## src/rtl/instruction_encoder.sv

```systemverilog
// Encodes operation/operand requests into 32-bit Lapido instruction words and
// queues them in a DEPTH-entry circular FIFO for the control unit.
module instruction_encoder #(
    parameter int DEPTH = 4
) (
    input  logic                     clock,
    input  logic                     reset,
    input  logic                     in_valid,
    output logic                     in_ready,
    input  logic [2:0]               kind,
    input  logic [4:0]               alu_func,
    input  logic [3:0]               rd,
    input  logic [3:0]               ra,
    input  logic [3:0]               rb,
    input  logic [15:0]              imm,
    output logic                     out_valid,
    input  logic                     out_ready,
    output logic [31:0]              out_instr,
    output logic [$clog2(DEPTH):0]   level,
    output logic                     err,
    output logic [7:0]               err_count
);

    localparam int PTR_W = $clog2(DEPTH);
    localparam int LVL_W = PTR_W + 1;

    // Handshake: a request moves when in_valid && in_ready, an instruction
    // moves when out_valid && out_ready; both may happen in the same cycle.

    logic [31:0]      mem_q [DEPTH];
    logic [31:0]      mem_d [DEPTH];
    logic [PTR_W-1:0] wr_ptr_q, wr_ptr_d;
    logic [PTR_W-1:0] rd_ptr_q, rd_ptr_d;
    logic [LVL_W-1:0] level_q, level_d;
    logic             err_q, err_d;
    logic [7:0]       err_count_q, err_count_d;

    logic [31:0] enc_word;
    logic        enc_legal;
    logic        accept;
    logic        push;
    logic        pop;

    function automatic logic alu_func_legal(input logic [4:0] f);
        case (f)
            5'b00000, 5'b00001, 5'b00011, 5'b00100,
            5'b00101, 5'b00110, 5'b01000, 5'b01001: alu_func_legal = 1'b1;
            default:                                alu_func_legal = f[4];
        endcase
    endfunction

    always_comb begin
        enc_word  = 32'h0;
        enc_legal = 1'b1;
        case (kind)
            3'd0: begin
                enc_word  = {3'b001, alu_func, rd, ra, rb, 12'h000};
                enc_legal = alu_func_legal(alu_func);
            end
            3'd1:    enc_word = {3'b100, 5'b00000, rd, ra, imm};
            3'd2:    enc_word = {3'b100, 5'b00001, rd, ra, imm};
            3'd3:    enc_word = {3'b010, 5'b00010, rd, 4'h0, imm};
            3'd4:    enc_word = 32'h0;
            3'd5:    enc_word = {3'b101, 5'b00100, ra, rb, imm};
            default: enc_legal = 1'b0;
        endcase
    end

    // in_ready ignores out_ready, so a full FIFO refuses requests even while popping.
    assign in_ready  = (level_q != LVL_W'(DEPTH));
    assign out_valid = (level_q != '0);
    assign out_instr = out_valid ? mem_q[rd_ptr_q] : 32'h0;
    assign level     = level_q;
    assign err       = err_q;
    assign err_count = err_count_q;

    assign accept = in_valid && in_ready;
    assign push   = accept && enc_legal;
    assign pop    = out_valid && out_ready;

    always_comb begin
        mem_d = mem_q;
        if (push) begin
            mem_d[wr_ptr_q] = enc_word;
        end
        wr_ptr_d    = push ? wr_ptr_q + PTR_W'(1) : wr_ptr_q;
        rd_ptr_d    = pop ? rd_ptr_q + PTR_W'(1) : rd_ptr_q;
        level_d     = level_q + LVL_W'(push) - LVL_W'(pop);
        err_d       = accept && !enc_legal;
        err_count_d = err_count_q;
        if (accept && !enc_legal && err_count_q != 8'hFF) begin
            err_count_d = err_count_q + 8'd1;
        end
    end

    always_ff @(posedge clock or posedge reset) begin
        if (reset) begin
            for (int i = 0; i < DEPTH; i++) begin
                mem_q[i] <= 32'h0;
            end
            wr_ptr_q    <= '0;
            rd_ptr_q    <= '0;
            level_q     <= '0;
            err_q       <= 1'b0;
            err_count_q <= 8'h0;
        end else begin
            mem_q       <= mem_d;
            wr_ptr_q    <= wr_ptr_d;
            rd_ptr_q    <= rd_ptr_d;
            level_q     <= level_d;
            err_q       <= err_d;
            err_count_q <= err_count_d;
        end
    end

endmodule

```

## config.mk

```make
export PLATFORM = sky130hd
export DESIGN_NAME = instruction_encoder
export DESIGN_NICKNAME = d
export VERILOG_FILES = /design/src/rtl/instruction_encoder.sv
export SDC_FILE = /design/constraint.sdc
export NUM_CORES = 1
export LEC_CHECK = 0
export CORE_AREA = 2 2 171 173
export CTS_BUF_LIST = sky130_fd_sc_hd__clkbuf_16
export DETAILED_ROUTE_END_ITERATION = 10
export DIE_AREA = 0 0 173 175
export MAX_ROUTING_LAYER = met4
export PLACE_DENSITY = 0.43
export SYNTH_ARGS = -nofsm -noshare
export SYNTH_HDL_FRONTEND = slang
export SYNTH_SLANG_ARGS = --single-unit
export TNS_END_PERCENT = 100
```

## constraint.sdc

```tcl
create_clock -name clock -period 6.2 [get_ports clock]
set_clock_uncertainty 0.1 [all_clocks]
set_input_delay 0.62 -clock clock [delete_from_list [all_inputs] [get_ports clock]]
set_output_delay 0.62 -clock clock [all_outputs]
set_load 0.01 [all_outputs]
```

==> results of run 1 <==
## power by group
group / internal, µW / leakage, µW / switching, µW / total [µW]
Clock: 588 / 0.000274 / 407 / 995
Combinational: 1110 / 0.00169 / 706 / 1820
Sequential: 1340 / 0.00184 / 268 / 1610
## cell usage in the layout (no fill, tap or decap), drive strengths merged, types with 4 or more instances in the layout
cell type,netlist,final
ha,7,7
o22ai,4,4
nor2b,4,4
clkinvlp,0,4
a22o,4,4
dfrtp,144,144
nand3,6,6
xor2,4,4
xnor2,5,5
buf,17,9
mux4,32,32
mux2,134,134
clkinv,0,6
a211oi,4,4
a21oi,7,7
clkbuf,13,17
nand2,22,22
a31oi,4,4
o21ai,5,5
inv,12,15
nor2,6,6
and2,46,46
clkdlybuf4s50,0,85
## area by class of cell
cell class              count  area [µm²]  share of cell area
flip-flops and latches    144        3605              0.4078
multi-input cells         311        3217              0.3639
repair buffers             94       918.4              0.1039
well taps                 384       480.5             0.05435
clock buffers              17       425.4             0.04812
clock inverters            15       143.9             0.01628
inverters                  12       50.05            0.005662
## state kept, by name, indices dropped and copies added, names as in the netlist
| signal | flops |
|---|---|
| err_count | 8 |
| mem_q | 128 |
| wr_ptr_q | 2 |
| rd_ptr_q | 2 |
| err | 1 |
| level | 3 |
## per-layer routing
layer / wire length, µm / GRT usage
met1: 7932 / 0.1473
met2: 9164 / 0.2127
met3: 405 / 0.02263
met4: 418 / 0.05297
met5: 0 / -
## through the flow
step | power, µW | setup WS [ps] | area (µm²) | hold WS (ps) | instances
2_1_floorplan | 2713 | 1614 | 7036 | 358.9 | 497
3_3_place_gp | 3415 | 2222 | 8270 | 367.8 | 945
3_5_place_dp | 3486 | 2071 | 8270 | 378.0 | 945
4_1_cts | 4503 | 2441 | 8840 | 392.0 | 977
5_1_grt | 4701 | 2335 | 8840 | 410.0 | 977
6_report | 4419 | 2508 | 8840 | 387.9 | 977
## logic make-up after synthesis
logic type,Yosys count,share of synthesized area
multiplexers,166,0.3169
flip-flops,144,0.5122
AND/OR/NAND/NOR,96,0.07985
buffers and inverters,42,0.03059
AO/OA/AOI/OAI,32,0.03396
XOR/XNOR,9,0.01120
adder cells (fa/ha/maj),8,0.01529
## worst max path at each step
| stage | end | slack, ps | cells after the start |
|---|---|---|---|
| 3_5_place_dp | mem_q[117]$_DFFE_PP0P_ | 2070 | 6 |
| 6_report | out_instr[31] | 2510 | 4 |
| 5_1_grt | level[2]$_DFF_PP0_ | 2340 | 10 |
| 3_3_place_gp | mem_q[23]$_DFFE_PP0P_ | 2220 | 6 |
| 4_1_cts | out_instr[31] | 2440 | 4 |
| 2_1_floorplan | err$_DFF_PP0_ | 1610 | 1 |
==> results_dict.tcl, run 1 <==
set metrics [dict create \
    row_count 62 \
    overflow 0 \
    setup-tns-final_ps 0 \
    fill_cells 2865 \
    initial_core_util 0.2478 \
    critPathBufInv 2 \
    ys_seq_area_frac 0.5122 \
    status "finished, final reports clean" \
    post-route-drc-count 0 \
    worstHoldEndpoint "mem_q[11]$_DFFE_PP0P_" \
    drive_above_1_share 0.3390 \
    synth_top_area_cell "dfrtp_1" \
    worst_ep_arrival_time_ps 2970 \
    grt_pass1_vias 4908 \
    r2r-start "level[0]$_DFF_PP0_" \
    vdd_ir_drop_max_uv 173.9 \
    grt_pass1_wl_um 28080 \
    netlist.area_leader.share 0.5122 \
    worstHoldPathCells 1 \
    required_ps 5480 \
    start_kind "flop" \
    ys_seq_elements 144 \
    grt.total_usage 0.1256 \
    synthTopCellsByArea "dfrtp_1, mux2_2, mux4_2, and2_1, mux2_1" \
    drtIter0Drc 151 \
    drt-wirelength-per-cell_um 18.34 \
    cpMaxStageDelayCell "dfrtp_1" \
    via_per_inst 4.427 \
    r2r-end "level[2]$_DFF_PP0_" \
    critPathLaunch "rd_ptr_q[1]$_DFFE_PP0P_" \
    end_kind "output pin" \
    ant_nets 0 \
    wl_um 17920 \
    die_w_um 173 \
    hp-start "mem_q[11]$_DFFE_PP0P_" \
    critPathTopFamily "flip-flops" \
    grt_antenna_before_repair 0 \
    core_mm2 0.02839 \
    grt_setup_unrepaired "false" \
    setup_viol 0 \
    syn_nets 545 \
    fin_crit_sh 0.5955 \
    clk_latency_ps 420 \
    post_cts_buffers 0 \
    clockBufferDepth 2 \
    slowest_delay_ps 1030 \
    ys.flop_type "dfrtp_1" \
    worst_pin_slew_ps 1047 \
    cp_cell_sequence "buf_4 -> mux4_2 -> and2_1 -> clkdlybuf4s50_1" \
    r2r_setup_slack_ps 3500 \
    synth_common_cells "dfrtp_1, mux2_2, and2_1, mux4_2, nand2_1" \
    ff2ff_path_depth 9 \
    drt_first_pass_iters 4 \
    max_cap_violations 0 \
    slew_headroom 0.3020 \
    cts_buffers 17 \
    dr_total_vias 4325 \
    min_period_ps 3692 \
    syn_area_mm2 0.007035 \
    die-area_mm2 0.03028 \
    synthCells 497 \
    cts.sinks 144 \
    critPathKind "reg2out" \
    yosys_warnings 0 \
    clock.fmax_mhz 270.8 \
    fin_nets 628 \
    drv_slew 0 \
    cts_tree "yes" \
    clk_pin_slew_worst_paths_ps 60 \
    hp-class "reg2reg" \
    area_growth_pct 25.64 \
    synth_most_common_cell "dfrtp_1" \
    die_h_um 175 \
    antenna_cells 0 \
    htreeDepth 4 \
    ys_types 40 \
    hold_buffers 0 \
    grt_max_degree 102 \
    async_reset_ff_frac 1.000 \
    portBuffers 85 \
    synth_edf_count 0 \
    place_congestion 0.7643 \
    synth_area_per_cell_um2 14.16 \
    power_leakage_uw 0.003806 \
    io_pins 86 \
    fin_util 0.3113 \
    dp_hpwl_um 11840 \
    power.density_mw_per_mm2 500.0 \
    critPathMaxFanout 18 \
    finalHoldViolCount 0 \
    root_buffer "clkbuf_16" \
    cts_resized 0 \
]
Power figures use the tool's default switching activity.
==> run 2, diff against run 1 <==
--- a/config.mk
+++ b/config.mk
@@ -10,7 +10,7 @@
 export DETAILED_ROUTE_END_ITERATION = 10
 export DIE_AREA = 0 0 173 175
 export MAX_ROUTING_LAYER = met4
-export PLACE_DENSITY = 0.43
+export PLACE_DENSITY = 0.44
 export SYNTH_ARGS = -nofsm -noshare
 export SYNTH_HDL_FRONTEND = slang
 export SYNTH_SLANG_ARGS = --single-unit
==> constraint.sdc (replaced) <==
create_clock -name clock -period 3.3 [get_ports clock]
set_clock_uncertainty 0.1 [all_clocks]
set_input_delay 0.33 -clock clock [delete_from_list [all_inputs] [get_ports clock]]
set_output_delay 0.33 -clock clock [all_outputs]
set_load 0.01 [all_outputs]
==> run 2 against run 1 <==
Sequential power grew 83%. Sequential cell count stayed put. Sequential share of layout area shrank 0.80 points. Highest routed layer unchanged. Hold slack worse by 290 ps. Combinational power is 96% higher. Register-to-register slack got worse by 2800 ps. Cell count grew 0.41%. Non-clock buffer count up 6. First-iteration DRC count shrank 2.6%.
==> results_dict.tcl, run 2 (synthesis gave the netlist of run 1 again) <==
set metrics [dict create \
    grt_max_degree 86 \
    via_per_inst 4.435 \
    worst_ep_arrival_time_ps 2390 \
    critPathKind "reg2out" \
    clockBufferDepth 2 \
    min_period_ps 2816 \
    critPathBufInv 2 \
    core_mm2 0.02839 \
    fill_cells 2866 \
    dp_hpwl_um 11390 \
    drv_slew 0 \
    regMostFlops "mem_q" \
    max_cap_violations 0 \
    wl_um 17540 \
    hold_buffers 0 \
    clock.fmax_mhz 355.2 \
    cts_resized 0 \
    setup-tns-final_ps 0 \
    ant_nets 0 \
    clk_latency_ps 410 \
    cpMaxStageDelayCell "dfrtp_2" \
    fin_crit_sh 0.8532 \
    finalHoldViolCount 0 \
    grt_setup_unrepaired "false" \
    critPathTopFamily "buffers and inverters" \
    drtIter0Drc 147 \
    grt_pass1_vias 4863 \
    layout_common_cells "dfrtp_1, mux2_2, clkdlybuf4s50_1, and2_1, mux4_2" \
    layout_commonest_cell "dfrtp_1" \
    root_buffer "clkbuf_16" \
    grt_antenna_before_repair 1 \
    post_cts_buffers 0 \
    final_cell_area_mm2 0.009019 \
    io_pins 86 \
    fin_util 0.3176 \
    required_ps 2870 \
    cts_tree "yes" \
    grt.total_usage 0.1243 \
    largest_reg_flops 128 \
    power.density_mw_per_mm2 938.6 \
    critPathMaxFanout 21 \
    cp_cell_sequence "buf_12 -> mux4_2 -> and2_1 -> clkdlybuf4s50_1" \
    post-route-drc-count 0 \
    fin_ws_ps 484.4 \
    end_kind "output pin" \
    start_kind "flop" \
    vdd_ir_drop_max_uv 298.7 \
    die_w_um 173 \
    clk_pin_slew_worst_paths_ps 60 \
    place_congestion 0.7498 \
    grt_pass1_wl_um 27860 \
    status "finished, final reports clean" \
    drt-wirelength-per-cell_um 17.88 \
    cts.sinks 144 \
    dr_total_vias 4351 \
    hp-class "in2async" \
    setup_viol 0 \
    htreeDepth 4 \
    drive_above_1_share 0.3451 \
    area_growth_pct 28.19 \
    slowest_delay_ps 660 \
    die-area_mm2 0.03028 \
    drt_first_pass_iters 4 \
    overflow 0 \
    dpl.cell_count 951 \
    dpl_cell_area_mm2 0.008419 \
    initial_core_util 0.2478 \
    worst_pin_slew_ps 1036 \
    row_count 62 \
    portBuffers 85 \
    power_leakage_uw 0.003897 \
    fin_nets 634 \
    dp_slack_ps 254.7 \
    die_h_um 175 \
    antenna_cells 0 \
    slew_headroom 0.3091 \
    fin_cells 981 \
    cts_buffers 17 \
]
## run 2: cell count changes in the layout (fill, tap and decap cells not counted), moves of 2 or more
cell / previous run / this run
bufinv_16: 2 / 4
clkinv_2: 4 / 2
inv_1: 12 / 14
buf_4: 9 / 7
buf_12: 0 / 8
inv_6: 3 / 1
## run 2: layer usage
| layer | share of wire | GRT usage | routed length (µm) | up-vias |
|---|---|---|---|---|
| met5 | 0 | - | 0 | - |
| met4 | 0.0068 | 0.02860 | 119 | 0 |
| met3 | 0.029 | 0.02850 | 505 | 7 |
| met2 | 0.53 | 0.2158 | 9223 | 61 |
| met1 | 0.44 | 0.1468 | 7693 | 2307 |
| li1 | - | - | - | 1976 |
## run 2: path summary, 6_finish.rpt
kind / start / endpoint / slack [ps] / cells past startpoint
max: rd_ptr_q[1]$_DFFE_PP0P_ / out_instr[30] / 480 / 4
min: reset / mem_q[33]$_DFFE_PP0P_ / 100 / 2
max reg2reg: level[0]$_DFF_PP0_ / level[2]$_DFF_PP0_ / 690 / 9
min reg2reg: mem_q[1]$_DFFE_PP0P_ / mem_q[1]$_DFFE_PP0P_ / 390 / 1
max in group asynchronous: reset / mem_q[78]$_DFFE_PP0P_ / 2260 / 3
min in group clock: mem_q[1]$_DFFE_PP0P_ / mem_q[1]$_DFFE_PP0P_ / 390 / 1
## run 2: per-stage QoR
step	hold WS (ps)	total power [µW]
2_1_floorplan	358.9	5097
3_3_place_gp	367.8	6503
3_5_place_dp	377.9	6632
4_1_cts	87.89	8638
5_1_grt	97.68	9024
6_report	99.04	8465
## run 2: where the power goes
| part | internal, µW | switching [µW] | leakage (µW) |
|---|---|---|---|
| sequential | 2520 | 435 | 0.00184 |
| clock | 1250 | 711 | 0.000299 |
| combinational | 2160 | 1400 | 0.00175 |
| total | 5920 | 2540 | 0.00390 |
## run 2: worst reg2reg max path: stages (launching register included)
cell and delay, ps:
dfrtp_1 400, or3b_1 530, and3_4 270, nand2_1 140, ha_1 150, inv_1 40, ha_1 180, fa_1 380
xnor2_1 190, xnor2_1 150
## run 2: area by class of cell
type | instances | area, µm² | share of cell area
Multi-Input combinational cell | 311 | 3221 | 0.3571
Inverter | 12 | 48.80 | 0.005411
Clock inverter | 13 | 173.9 | 0.01928
Tap cell | 384 | 480.5 | 0.05327
Clock buffer | 17 | 425.4 | 0.04717
Sequential cell | 144 | 3606 | 0.3998
Timing Repair Buffer | 100 | 1064 | 0.1179
==> run 3, diff against run 2 <==
--- a/config.mk
+++ b/config.mk
@@ -9,8 +9,9 @@
 export CTS_BUF_LIST = sky130_fd_sc_hd__clkbuf_16
 export DETAILED_ROUTE_END_ITERATION = 10
 export DIE_AREA = 0 0 173 175
+export DONT_BUFFER_PORTS = 1
 export MAX_ROUTING_LAYER = met4
-export PLACE_DENSITY = 0.44
+export PLACE_DENSITY = 0.4
 export SYNTH_ARGS = -nofsm -noshare
 export SYNTH_HDL_FRONTEND = slang
 export SYNTH_SLANG_ARGS = --single-unit
==> run 3 against run 2 <==
Sequential power increased by 3%. Fmax grew 6.3%. Hold slack worse by 6.6 ps. Critical path type is now reg2reg.
==> results_dict.tcl, run 3 (synthesis gave the netlist of run 1 again) <==
set metrics [dict create \
    required_ps 3550 \
    place_congestion 0.7368 \
    grt_setup_unrepaired "false" \
    overflow 0 \
    drive_above_1_share 0.4043 \
    initial_core_util 0.2478 \
    fin_crit_sh 0.8024 \
    clockBufferDepth 2 \
    clk_latency_ps 420 \
    dpl_cell_area_mm2 0.007528 \
    io_pins 86 \
    htreeDepth 4 \
    cts.sinks 144 \
    regMostFlops "mem_q" \
    finalHoldViolCount 0 \
    via_per_inst 4.455 \
    post_cts_buffers 0 \
    end_kind "flop" \
    grt_pass1_wl_um 27710 \
    cts_tree "yes" \
    hp-class "in2reg" \
    status "finished, final reports clean" \
    layout_commonest_cell "dfrtp_1" \
    fin_nets 548 \
    wl_um 17580 \
    die_h_um 175 \
    die-area_mm2 0.03028 \
    power.density_mw_per_mm2 935.7 \
    grt_max_degree 85 \
    final_cell_area_mm2 0.008100 \
    r2r_setup_slack_ps 650 \
    worst_ep_arrival_time_ps 2900 \
    cts_buffers 17 \
    area_growth_pct 15.13 \
    largest_reg_flops 128 \
    dp_slack_ps 636.5 \
    min_period_ps 2648 \
    max_cap_violations 0 \
    die_w_um 173 \
    dp_hpwl_um 11610 \
    worst_pin_slew_ps 802.5 \
    drt-wirelength-per-cell_um 19.60 \
    root_buffer "clkbuf_16" \
    fin_hold_ws_ps 92.45 \
    dr_total_vias 3996 \
    grt_antenna_before_repair 0 \
    grt_pass1_vias 4595 \
    core_mm2 0.02839 \
    vdd_ir_drop_max_uv 378.6 \
    setup-tns-final_ps 0 \
    clock.fmax_mhz 377.6 \
    slew_headroom 0.4639 \
    grt.total_usage 0.1256 \
    critPathMaxFanout 5 \
    portBuffers 0 \
    drtIter0Drc 155 \
    layout_common_cells "dfrtp_1, mux2_2, and2_1, mux4_2, nand2_1" \
    critPathKind "reg2reg" \
    row_count 62 \
    post-route-drc-count 0 \
    fin_ws_ps 652.0 \
    drv_slew 0 \
    start_kind "flop" \
    setup_viol 0 \
    fill_cells 2936 \
    ant_nets 0 \
    power_leakage_uw 0.003517 \
    clk_pin_slew_worst_paths_ps 60 \
    drt_first_pass_iters 4 \
]
run 3: cell types whose count changed in the layout (fill, tap and decap cells not counted), sizes merged:
| cell | delta |
|---|---|
| buf | -2 |
| bufinv | -3 |
| clkdlybuf4s50 | -85 |
| clkinv | -1 |
| clkinvlp | +4 |
| diode | +1 |
| dlygate4sd3 | +1 |
| inv | +1 |
run 3: timing repair:
| item | in CTS | in global routing |
|---|---|---|
| hold buffers | 1 | 0 |
| endpoints found under the hold margin | 32 | 0 |
| gates resized for setup | 0 | 0 |
run 3: layout make-up:
cell class / count / area, µm² / share of cell area
flip-flops and latches: 144 / 3606 / 0.4452
multi-input cells: 311 / 3221 / 0.3976
well taps: 384 / 480.5 / 0.05931
clock buffers: 17 / 425.4 / 0.05252
repair buffers: 14 / 182.7 / 0.02255
clock inverters: 14 / 133.9 / 0.01653
inverters: 12 / 48.80 / 0.006024
diodes: 1 / 2.502 / 0.0003089
run 3: worst paths after layout:
path,from,end,cells after the start
setup / recovery,level[0]$_DFF_PP0_,level[2]$_DFF_PP0_,9
hold / removal,in_valid,err_count[3]$_DFFE_PP0P_,3
setup reg to reg,level[0]$_DFF_PP0_,level[2]$_DFF_PP0_,9
hold reg to reg,mem_q[11]$_DFFE_PP0P_,mem_q[11]$_DFFE_PP0P_,1
max in group asynchronous,reset,mem_q[50]$_DFFE_PP0P_,3
min in group asynchronous,reset,err$_DFF_PP0_,2
run 3: critical path, stage by stage, from the launching register on:
cell and delay, ps:
dfrtp_1 440, or3b_1 530, and3_4 270, nand2_1 140, ha_1 160, inv_1 40
ha_1 180, fa_1 380, xnor2_1 200, xnor2_1 140
run 3: where the power goes:
part	leakage, µW	switching (µW)	total [µW]	internal (µW)
combinational	0.00142	1200	2700	1510
clock	0.000254	798	1840	1040
sequential	0.00184	521	3030	2510
run 3: stage by stage:
stage,total power (µW),std cells,utilization
floorplan,5097,497,-
global placement,5760,864,0.2652
detailed placement,5883,864,0.2652
CTS,7766,896,0.2852
global route,8108,896,0.2852
finish,7579,897,0.2853
run 3: routing by layer:
| layer | routed length (µm) | up-vias | track usage |
|---|---|---|---|
| met2 | 9197 | 58 | 0.2147 |
| met1 | 7625 | 2120 | 0.1484 |
| li1 | - | 1803 | - |
| met5 | 0 | - | - |
| met3 | 504 | 15 | 0.02654 |
| met4 | 252 | 0 | 0.03919 |
